**src/rtl/amm_write_gen_if.sv**
```systemverilog
// Command and Avalon-MM signal bundle for the write generator.
// The master modport is the generator's view; slave is the command source plus memory side.
interface amm_write_gen_if #(
  parameter int AMM_DATA_W = 32,
  parameter int ADDR_W     = 31,
  parameter int BURST_W    = 11
) ();
  localparam int DATA_B_W = AMM_DATA_W / 8;

  logic                  cmd_valid_i;
  logic                  cmd_ready_o;
  logic [ADDR_W-1:0]     cmd_addr_i;
  logic [15:0]           cmd_word_count_i;
  logic [DATA_B_W-1:0]   cmd_start_mask_i;
  logic [DATA_B_W-1:0]   cmd_middle_mask_i;
  logic [DATA_B_W-1:0]   cmd_end_mask_i;
  logic [7:0]            cmd_data_ptrn_i;
  logic                  cmd_ptrn_mode_i;
  logic                  stop_i;
  logic [ADDR_W-1:0]     amm_address_o;
  logic                  amm_write_o;
  logic [AMM_DATA_W-1:0] amm_writedata_o;
  logic [DATA_B_W-1:0]   amm_byteenable_o;
  logic [BURST_W-1:0]    amm_burstcount_o;
  logic                  amm_waitrequest_i;
  logic                  wr_done_o;
  logic                  busy_o;

  modport master (
    input  cmd_valid_i, cmd_addr_i, cmd_word_count_i, cmd_start_mask_i,
           cmd_middle_mask_i, cmd_end_mask_i, cmd_data_ptrn_i, cmd_ptrn_mode_i,
           stop_i, amm_waitrequest_i,
    output cmd_ready_o, amm_address_o, amm_write_o, amm_writedata_o,
           amm_byteenable_o, amm_burstcount_o, wr_done_o, busy_o
  );

  modport slave (
    output cmd_valid_i, cmd_addr_i, cmd_word_count_i, cmd_start_mask_i,
           cmd_middle_mask_i, cmd_end_mask_i, cmd_data_ptrn_i, cmd_ptrn_mode_i,
           stop_i, amm_waitrequest_i,
    input  cmd_ready_o, amm_address_o, amm_write_o, amm_writedata_o,
           amm_byteenable_o, amm_burstcount_o, wr_done_o, busy_o
  );
endinterface

```
**src/rtl/amm_write_gen.sv**
```systemverilog
// Avalon-MM write burst generator: splits one command into bursts of at most MAX_BURST words,
// with fixed or LFSR byte patterns and start/middle/end byteenables.
module amm_write_gen #(
  parameter int    AMM_DATA_W = 32,
  parameter int    ADDR_W     = 31,
  parameter string ADDR_TYPE  = "BYTE",
  parameter int    BURST_W    = 11,
  parameter int    MAX_BURST  = 4
) (
  input logic            clk_i,
  input logic            rst_i,
  amm_write_gen_if.master bus
);
  localparam int DATA_B_W = AMM_DATA_W / 8;
  localparam int ADDR_B_W = $clog2(DATA_B_W);
  localparam bit IS_BYTE  = (ADDR_TYPE == "BYTE");
  localparam logic [ADDR_W-1:0] ALIGN_MASK = IS_BYTE ? ~ADDR_W'(DATA_B_W - 1) : '1;

  typedef enum logic [1:0] {S_IDLE, S_BURST, S_GAP, S_DONE} state_t;

  state_t               state_q, state_d;
  logic [ADDR_W-1:0]    addr_q, addr_d;
  logic [15:0]          count_q, count_d;
  logic [15:0]          remaining_q, remaining_d;
  logic [15:0]          word_idx_q, word_idx_d;
  logic [BURST_W-1:0]   beats_left_q, beats_left_d;
  logic [BURST_W-1:0]   burstcount_q, burstcount_d;
  logic [7:0]           ptrn_q, ptrn_d;
  logic                 mode_q, mode_d;
  logic [DATA_B_W-1:0]  start_mask_q, start_mask_d;
  logic [DATA_B_W-1:0]  mid_mask_q, mid_mask_d;
  logic [DATA_B_W-1:0]  end_mask_q, end_mask_d;
  logic                 stop_seen_q, stop_seen_d;
  logic                 wr_done_q, wr_done_d;
  logic [BURST_W-1:0]   bc;
  logic [ADDR_W-1:0]    addr_step;
  logic [DATA_B_W-1:0]  be;
  logic                 in_burst;

  function automatic logic [BURST_W-1:0] burst_len(input logic [15:0] rem);
    if (rem > 16'(MAX_BURST)) return BURST_W'(MAX_BURST);
    return BURST_W'(rem);
  endfunction

  // Words (WORD) or bytes (BYTE) covered by the burst that just finished.
  assign addr_step = IS_BYTE ? (ADDR_W'(burstcount_q) << ADDR_B_W) : ADDR_W'(burstcount_q);

  always_comb begin
    state_d      = state_q;
    addr_d       = addr_q;
    count_d      = count_q;
    remaining_d  = remaining_q;
    word_idx_d   = word_idx_q;
    beats_left_d = beats_left_q;
    burstcount_d = burstcount_q;
    ptrn_d       = ptrn_q;
    mode_d       = mode_q;
    start_mask_d = start_mask_q;
    mid_mask_d   = mid_mask_q;
    end_mask_d   = end_mask_q;
    stop_seen_d  = stop_seen_q;
    bc           = '0;
    unique case (state_q)
      S_IDLE: begin
        if (bus.cmd_valid_i && bus.cmd_word_count_i != 16'd0) begin
          bc           = burst_len(bus.cmd_word_count_i);
          addr_d       = bus.cmd_addr_i & ALIGN_MASK;
          count_d      = bus.cmd_word_count_i;
          remaining_d  = bus.cmd_word_count_i - 16'(bc);
          word_idx_d   = 16'd0;
          beats_left_d = bc;
          burstcount_d = bc;
          ptrn_d       = bus.cmd_data_ptrn_i;
          mode_d       = bus.cmd_ptrn_mode_i;
          start_mask_d = bus.cmd_start_mask_i;
          mid_mask_d   = bus.cmd_middle_mask_i;
          end_mask_d   = bus.cmd_end_mask_i;
          stop_seen_d  = bus.stop_i;
          state_d      = S_BURST;
        end
      end
      S_BURST: begin
        if (bus.stop_i) stop_seen_d = 1'b1;
        if (!bus.amm_waitrequest_i) begin
          word_idx_d   = word_idx_q + 16'd1;
          beats_left_d = beats_left_q - BURST_W'(1);
          if (mode_q) ptrn_d = {ptrn_q[6:0], ptrn_q[6] ^ ptrn_q[1] ^ ptrn_q[0]};
          if (beats_left_q == BURST_W'(1)) begin
            if (remaining_q == 16'd0 || stop_seen_q || bus.stop_i) begin
              state_d = S_DONE;
            end else begin
              addr_d  = addr_q + addr_step;
              state_d = S_GAP;
            end
          end
        end
      end
      S_GAP: begin
        if (bus.stop_i || stop_seen_q) begin
          state_d = S_DONE;
        end else begin
          bc           = burst_len(remaining_q);
          remaining_d  = remaining_q - 16'(bc);
          beats_left_d = bc;
          burstcount_d = bc;
          state_d      = S_BURST;
        end
      end
      S_DONE: state_d = S_IDLE;
      default: state_d = S_IDLE;
    endcase
  end

  // Registered so the pulse lands one cycle after the DONE state.
  assign wr_done_d = (state_q == S_DONE);

  always_ff @(posedge clk_i) begin
    if (rst_i) begin
      state_q      <= S_IDLE;
      addr_q       <= '0;
      count_q      <= '0;
      remaining_q  <= '0;
      word_idx_q   <= '0;
      beats_left_q <= '0;
      burstcount_q <= '0;
      ptrn_q       <= '0;
      mode_q       <= 1'b0;
      start_mask_q <= '0;
      mid_mask_q   <= '0;
      end_mask_q   <= '0;
      stop_seen_q  <= 1'b0;
      wr_done_q    <= 1'b0;
    end else begin
      state_q      <= state_d;
      addr_q       <= addr_d;
      count_q      <= count_d;
      remaining_q  <= remaining_d;
      word_idx_q   <= word_idx_d;
      beats_left_q <= beats_left_d;
      burstcount_q <= burstcount_d;
      ptrn_q       <= ptrn_d;
      mode_q       <= mode_d;
      start_mask_q <= start_mask_d;
      mid_mask_q   <= mid_mask_d;
      end_mask_q   <= end_mask_d;
      stop_seen_q  <= stop_seen_d;
      wr_done_q    <= wr_done_d;
    end
  end

  // Byteenable selection uses the word's position within the whole command.
  always_comb begin
    if (count_q == 16'd1)                    be = mid_mask_q;
    else if (word_idx_q == 16'd0)            be = start_mask_q;
    else if (word_idx_q == count_q - 16'd1)  be = end_mask_q;
    else                                     be = '1;
  end

  assign in_burst             = (state_q == S_BURST);
  assign bus.cmd_ready_o      = (state_q == S_IDLE) && !rst_i;
  assign bus.amm_address_o    = addr_q;
  assign bus.amm_write_o      = in_burst;
  assign bus.amm_writedata_o  = in_burst ? {DATA_B_W{ptrn_q}} : '0;
  assign bus.amm_byteenable_o = in_burst ? be : '0;
  assign bus.amm_burstcount_o = in_burst ? burstcount_q : '0;
  assign bus.wr_done_o        = wr_done_q;
  assign bus.busy_o           = (state_q != S_IDLE);
endmodule

```
**src/flat_wrapper.sv**
```systemverilog
// flat-port wrapper written by rule: the top's interface ports become plain ports
module amm_write_gen_flat 
#(
  parameter int    AMM_DATA_W = 32,
  parameter int    ADDR_W     = 31,
  parameter string ADDR_TYPE  = "    ",
  parameter int    BURST_W    = 11,
  parameter int    MAX_BURST  = 4
)
  (clk_i, rst_i, bus_cmd_valid_i, bus_cmd_addr_i, bus_cmd_word_count_i, bus_cmd_start_mask_i, bus_cmd_middle_mask_i, bus_cmd_end_mask_i, bus_cmd_data_ptrn_i, bus_cmd_ptrn_mode_i, bus_stop_i, bus_amm_waitrequest_i, bus_cmd_ready_o, bus_amm_address_o, bus_amm_write_o, bus_amm_writedata_o, bus_amm_byteenable_o, bus_amm_burstcount_o, bus_wr_done_o, bus_busy_o);
  amm_write_gen_if #(.AMM_DATA_W(AMM_DATA_W), .ADDR_W(ADDR_W), .BURST_W(BURST_W)) bus_i ();
  input logic clk_i;
  input logic rst_i;
  input wire logic [$bits(bus_i.cmd_valid_i)-1:0] bus_cmd_valid_i;
  input wire logic [$bits(bus_i.cmd_addr_i)-1:0] bus_cmd_addr_i;
  input wire logic [$bits(bus_i.cmd_word_count_i)-1:0] bus_cmd_word_count_i;
  input wire logic [$bits(bus_i.cmd_start_mask_i)-1:0] bus_cmd_start_mask_i;
  input wire logic [$bits(bus_i.cmd_middle_mask_i)-1:0] bus_cmd_middle_mask_i;
  input wire logic [$bits(bus_i.cmd_end_mask_i)-1:0] bus_cmd_end_mask_i;
  input wire logic [$bits(bus_i.cmd_data_ptrn_i)-1:0] bus_cmd_data_ptrn_i;
  input wire logic [$bits(bus_i.cmd_ptrn_mode_i)-1:0] bus_cmd_ptrn_mode_i;
  input wire logic [$bits(bus_i.stop_i)-1:0] bus_stop_i;
  input wire logic [$bits(bus_i.amm_waitrequest_i)-1:0] bus_amm_waitrequest_i;
  output wire logic [$bits(bus_i.cmd_ready_o)-1:0] bus_cmd_ready_o;
  output wire logic [$bits(bus_i.amm_address_o)-1:0] bus_amm_address_o;
  output wire logic [$bits(bus_i.amm_write_o)-1:0] bus_amm_write_o;
  output wire logic [$bits(bus_i.amm_writedata_o)-1:0] bus_amm_writedata_o;
  output wire logic [$bits(bus_i.amm_byteenable_o)-1:0] bus_amm_byteenable_o;
  output wire logic [$bits(bus_i.amm_burstcount_o)-1:0] bus_amm_burstcount_o;
  output wire logic [$bits(bus_i.wr_done_o)-1:0] bus_wr_done_o;
  output wire logic [$bits(bus_i.busy_o)-1:0] bus_busy_o;
  assign bus_i.cmd_valid_i = bus_cmd_valid_i;
  assign bus_i.cmd_addr_i = bus_cmd_addr_i;
  assign bus_i.cmd_word_count_i = bus_cmd_word_count_i;
  assign bus_i.cmd_start_mask_i = bus_cmd_start_mask_i;
  assign bus_i.cmd_middle_mask_i = bus_cmd_middle_mask_i;
  assign bus_i.cmd_end_mask_i = bus_cmd_end_mask_i;
  assign bus_i.cmd_data_ptrn_i = bus_cmd_data_ptrn_i;
  assign bus_i.cmd_ptrn_mode_i = bus_cmd_ptrn_mode_i;
  assign bus_i.stop_i = bus_stop_i;
  assign bus_i.amm_waitrequest_i = bus_amm_waitrequest_i;
  assign bus_cmd_ready_o = bus_i.cmd_ready_o;
  assign bus_amm_address_o = bus_i.amm_address_o;
  assign bus_amm_write_o = bus_i.amm_write_o;
  assign bus_amm_writedata_o = bus_i.amm_writedata_o;
  assign bus_amm_byteenable_o = bus_i.amm_byteenable_o;
  assign bus_amm_burstcount_o = bus_i.amm_burstcount_o;
  assign bus_wr_done_o = bus_i.wr_done_o;
  assign bus_busy_o = bus_i.busy_o;
  amm_write_gen #(.AMM_DATA_W(AMM_DATA_W), .ADDR_W(ADDR_W), .ADDR_TYPE(ADDR_TYPE), .BURST_W(BURST_W), .MAX_BURST(MAX_BURST)) u_core (.clk_i(clk_i), .rst_i(rst_i), .bus(bus_i));
endmodule
```
**config.mk**
```make
export PLATFORM = sky130hd
export DESIGN_NAME = amm_write_gen_flat
export DESIGN_NICKNAME = d
export VERILOG_FILES = /design/src/rtl/amm_write_gen_if.sv /design/src/rtl/amm_write_gen.sv /design/src/flat_wrapper.sv
export SDC_FILE = /design/constraint.sdc
export NUM_CORES = 1
export LEC_CHECK = 0
export CAP_MARGIN = 40
export CORE_MARGIN = 3
export CORE_UTILIZATION = 48
export DETAILED_ROUTE_END_ITERATION = 12
export PLACE_DENSITY = 0.77
export SLEW_MARGIN = 20
export SYNTH_ARGS = -nofsm -noshare
export SYNTH_HDL_FRONTEND = slang
export SYNTH_SLANG_ARGS = --single-unit
```
**constraint.sdc**
```tcl
create_clock -name clk_i -period 3.2 [get_ports clk_i]
set_input_delay 0.96 -clock clk_i [delete_from_list [all_inputs] [get_ports clk_i]]
set_output_delay 0.96 -clock clk_i [all_outputs]
set_load 0.005 [all_outputs]
```
==> results.py <==
metrics = {
    "logic_synthesis": {
        "syn_inst": 1073,
        "synth_top_area_frac": 0.3045,
        "netlist_top_cells_area": "dfxtp_1, a21oi_1, nand2_1",
        "synthArstFlopShare": 0,
        "avgSynthCellArea_um2": 7.719,
        "synth.ff_latch_count": 126,
        "yosysWarnings": 0,
        "synth_edf_count": 0,
        "synth.distinct_cells": 77,
        "synth.largest_area_cell": "dfxtp_1",
        "synth_flop_cell": "dfxtp_1",
        "netlist_area_um2": 8283,
        "synth_seq_area_share": 0.3045,
    },
    "routing": {
        "wl_met2_um": 12510,
        "drt-total-wl_um": 25880,
        "num_vias": 8892,
        "ant_nets": 0,
        "firstDrtPassIters": 7,
        "vias_per_cell": 5.897,
        "wl_met1_um": 11200,
        "wire_per_inst_um": 17.16,
        "wl_met3_um": 1670,
        "drc_errors": 0,
        "highest_layer": "met4",
        "drt-initial-drc-count": 692,
    },
    "timing": {
        "tightestPinTransition_ns": 0.8060,
        "maxSlewViolCount": 0,
        "period_needed_ns": 3.703,
        "fin_crit_sh": 1.157,
        "hold_viol_final": 0,
        "clock_skew_ns": 0.01062,
        "fin_ws_ns": -0.5030,
        "relSlewSlack": 0.4570,
        "setup_viol": 4,
        "max_freq_ghz": 0.2701,
        "rsz0062_at_grt": "true",
    },
    "die": {
        "rows": 47,
        "die_h_um": 137.4,
        "die_area_um2": 18870,
        "initial_utilization": 0.4942,
        "pin_count": 155,
        "core_area_um2": 16760,
        "die_w_um": 137.4,
    },
    "status": {
        "violations": "negative setup slack",
        "status": "complete, but fails checks",
    },
    "clock_network": {
        "htreeDepth": 4,
        "clock_tree.root_cell": "clkbuf_16",
        "numCtsBuffers": 17,
        "path_clk_slew_ns": 0.06,
        "cts_tree": "done",
        "postCtsHoldBufs": 0,
        "cts.path.max_buffers": 2,
        "insertion_delay_ns": 0.43,
        "cts.sinks": 126,
    },
    "cells_and_area": {
        "register_area_um2": 2526,
        "num-fill-cells": 1400,
        "final_util": 0.6744,
        "nets": 1373,
        "area_delta_synth_final_pct": 36.45,
        "multi_input_area_um2": 5301,
        "fin_area_um2": 11300,
        "drive_gt1_frac": 0.1530,
        "antenna-diode-count": 0,
    },
    "worst_setup_path": {
        "crit_buf_inv": 4,
        "rr_startpoint": "u_core.remaining_q[13]",
        "worstSetupEndpointType": "primary output",
        "crit_arrival_ns": 2.74,
        "path_max_fanout": 5,
        "reg2reg_to": "u_core.remaining_q[10]",
        "crit_top_cell": "buf_4",
        "r2r_cells": 10,
        "r2r_setup_slack_ns": 0.35,
        "cpPeakStageDelay_ns": 0.42,
        "critPathTopFamily": "compound AO/OA/AOI/OAI gates",
        "path_cells": "buf_6 > nor4_4 > buf_4 > nand4_1 > xnor2_1 > a2111o_1 > a2111oi_4 > buf_4 > a22oi_2 > buf_2",
        "critPathRequiredTime_ns": 2.24,
        "critPathSlowestCell": "a2111o_1",
        "crit_path_start_kind": "flip-flop",
        "crit_type": "flip-flop to primary output",
    },
    "min_path": {
        "hold_path.class": "flip-flop to flip-flop",
        "min_from": "u_core.start_mask_q[1]",
        "hold_end": "u_core.start_mask_q[1]",
        "hold_path_depth": 2,
    },
    "power_and_ir_drop": {
        "peakVddDrop_v": 0.0004746,
        "power.leakage_nw": 4.275,
        "power_density_nw_per_um2": 751.4,
    },
    "grt": {
        "antenna_found_initial": 0,
        "grt_pass1_vias": 8335,
        "grt_max_degree": 57,
        "grt_pass1_wl_um": 41210,
        "gr-usage-all-layers": 0.2701,
        "grt_overflow": 0,
    },
    "placed_design": {
        "io_buffers": 154,
        "place_congestion": 0.9350,
        "hpwl_um": 18800,
        "dpl-instance-area_um2": 10560,
    },
    "job": {
        "drv_cap": 0,
    },
}
what timing repair did:
item	CTS	global route
setup endpoints to repair	4	4
setup buffers	6	1
pin swaps	7	4
resized for setup	34	7
routing by layer:
| metal | track usage | vias to the layer above |
|---|---|---|
| met5 | 0 | - |
| li1 | - | 4324 |
| met3 | 0.05405 | 45 |
| met1 | 0.3485 | 4179 |
| met2 | 0.4537 | 344 |
| met4 | 0.08592 | 0 |
cell usage after synthesis (24+ instances only):
library cell / number
a211oi_1: 38
a21oi_1: 94
and2_1: 28
buf_4: 26
clkbuf_1: 48
dfxtp_1: 126
ha_1: 24
inv_1: 35
nand2_1: 120
nand3_1: 29
nor2_1: 87
nor3_1: 38
o21ai_0: 50
xnor2_1: 28
cell type report:
type | instances | area share
clock inverters | 15 | 0.01539
multi-input cells | 825 | 0.4691
inverters | 35 | 0.01162
well taps | 220 | 0.02436
repair buffers | 270 | 0.2184
flip-flops and latches | 126 | 0.2235
clock buffers | 17 | 0.03764
stage by stage:
| stage | setup TNS, ns | setup slack [ns] | power (mW) | hold WS, ns | cells |
|---|---|---|---|---|---|
| floorplan | 0 | 0.03618 | 4.720 | 0.4332 | 1074 |
| global placement | -3.674 | -0.3732 | 6.259 | 0.4387 | 1467 |
| detailed placement | -4.533 | -0.4244 | 6.338 | 0.4447 | 1469 |
| CTS | -1.793 | -0.4527 | 8.452 | 0.4533 | 1507 |
| global route | -2.432 | -0.6102 | 9.024 | 0.4857 | 1508 |
| finish | -1.984 | -0.5030 | 8.492 | 0.4523 | 1508 |
cells by family (layout without fill, tap and decap cells):
kind of cell,after synthesis,in the layout,synth area share
fa+ha+maj,25,25,0.03867
simple gates,421,421,0.2592
xor+xnor,48,48,0.05076
flops,126,126,0.3045
buf+inv,123,337,0.06934
compound gates,320,320,0.2662
other cells,1,2,0.0004527
mux,9,9,0.01088
cells in the final DEF (no fill, tap or decap), types with 21 or more instances in the layout:
cell type / synthesis / routed
buf_4: 26 / 108
a21oi_1: 94 / 94
dfxtp_1: 126 / 123
xnor2_1: 28 / 28
nor3_1: 38 / 35
nand2_1: 120 / 120
nand3_1: 29 / 29
inv_1: 35 / 33
nand4_1: 21 / 21
ha_1: 24 / 21
a211oi_1: 38 / 38
clkdlybuf4s50_1: 0 / 149
and2_1: 28 / 28
o21ai_0: 50 / 50
nor2_1: 87 / 87
state kept, by name (all words and copies together) (netlist names):
name / count
u_core.bus.amm_address_o: 31
u_core.count_q: 16
u_core.remaining_q: 16
u_core.word_idx_q: 16
u_core.beats_left_q: 11
u_core.burstcount_q: 11
u_core.ptrn_q: 8
u_core.end_mask_q: 4
u_core.mid_mask_q: 4
u_core.start_mask_q: 4
u_core.state_q: 2
u_core.bus.wr_done_o: 1
u_core.mode_q: 1
u_core.stop_seen_q: 1
worst min-delay path, cell delays in order (launching register included):
cell	delay [ns]
dfxtp_1	0.30
nand2_1	0.05
a21oi_1	0.05
worst max-delay path by stage:
stage                                        from                       to  slack [ns]  cells after the start
after detailed placement        u_core.count_q[0]  bus_amm_byteenable_o[2]       -0.42                     10
after global routing            u_core.count_q[1]  bus_amm_byteenable_o[1]       -0.61                     10
after CTS                       u_core.count_q[0]  bus_amm_byteenable_o[0]       -0.45                     10
after floorplan           bus_cmd_word_count_i[9]    u_core.remaining_q[8]        0.04                     11
final                           u_core.count_q[1]  bus_amm_byteenable_o[1]       -0.50                     10
after global placement          u_core.count_q[0]  bus_amm_byteenable_o[1]       -0.37                     10
power breakdown:
| part | internal [mW] | switching [mW] |
|---|---|---|
| combinational | 1.93 | 2.19 |
| clock | 1.17 | 0.810 |
| sequential | 1.96 | 0.425 |
Power figures use the tool's default switching activity.
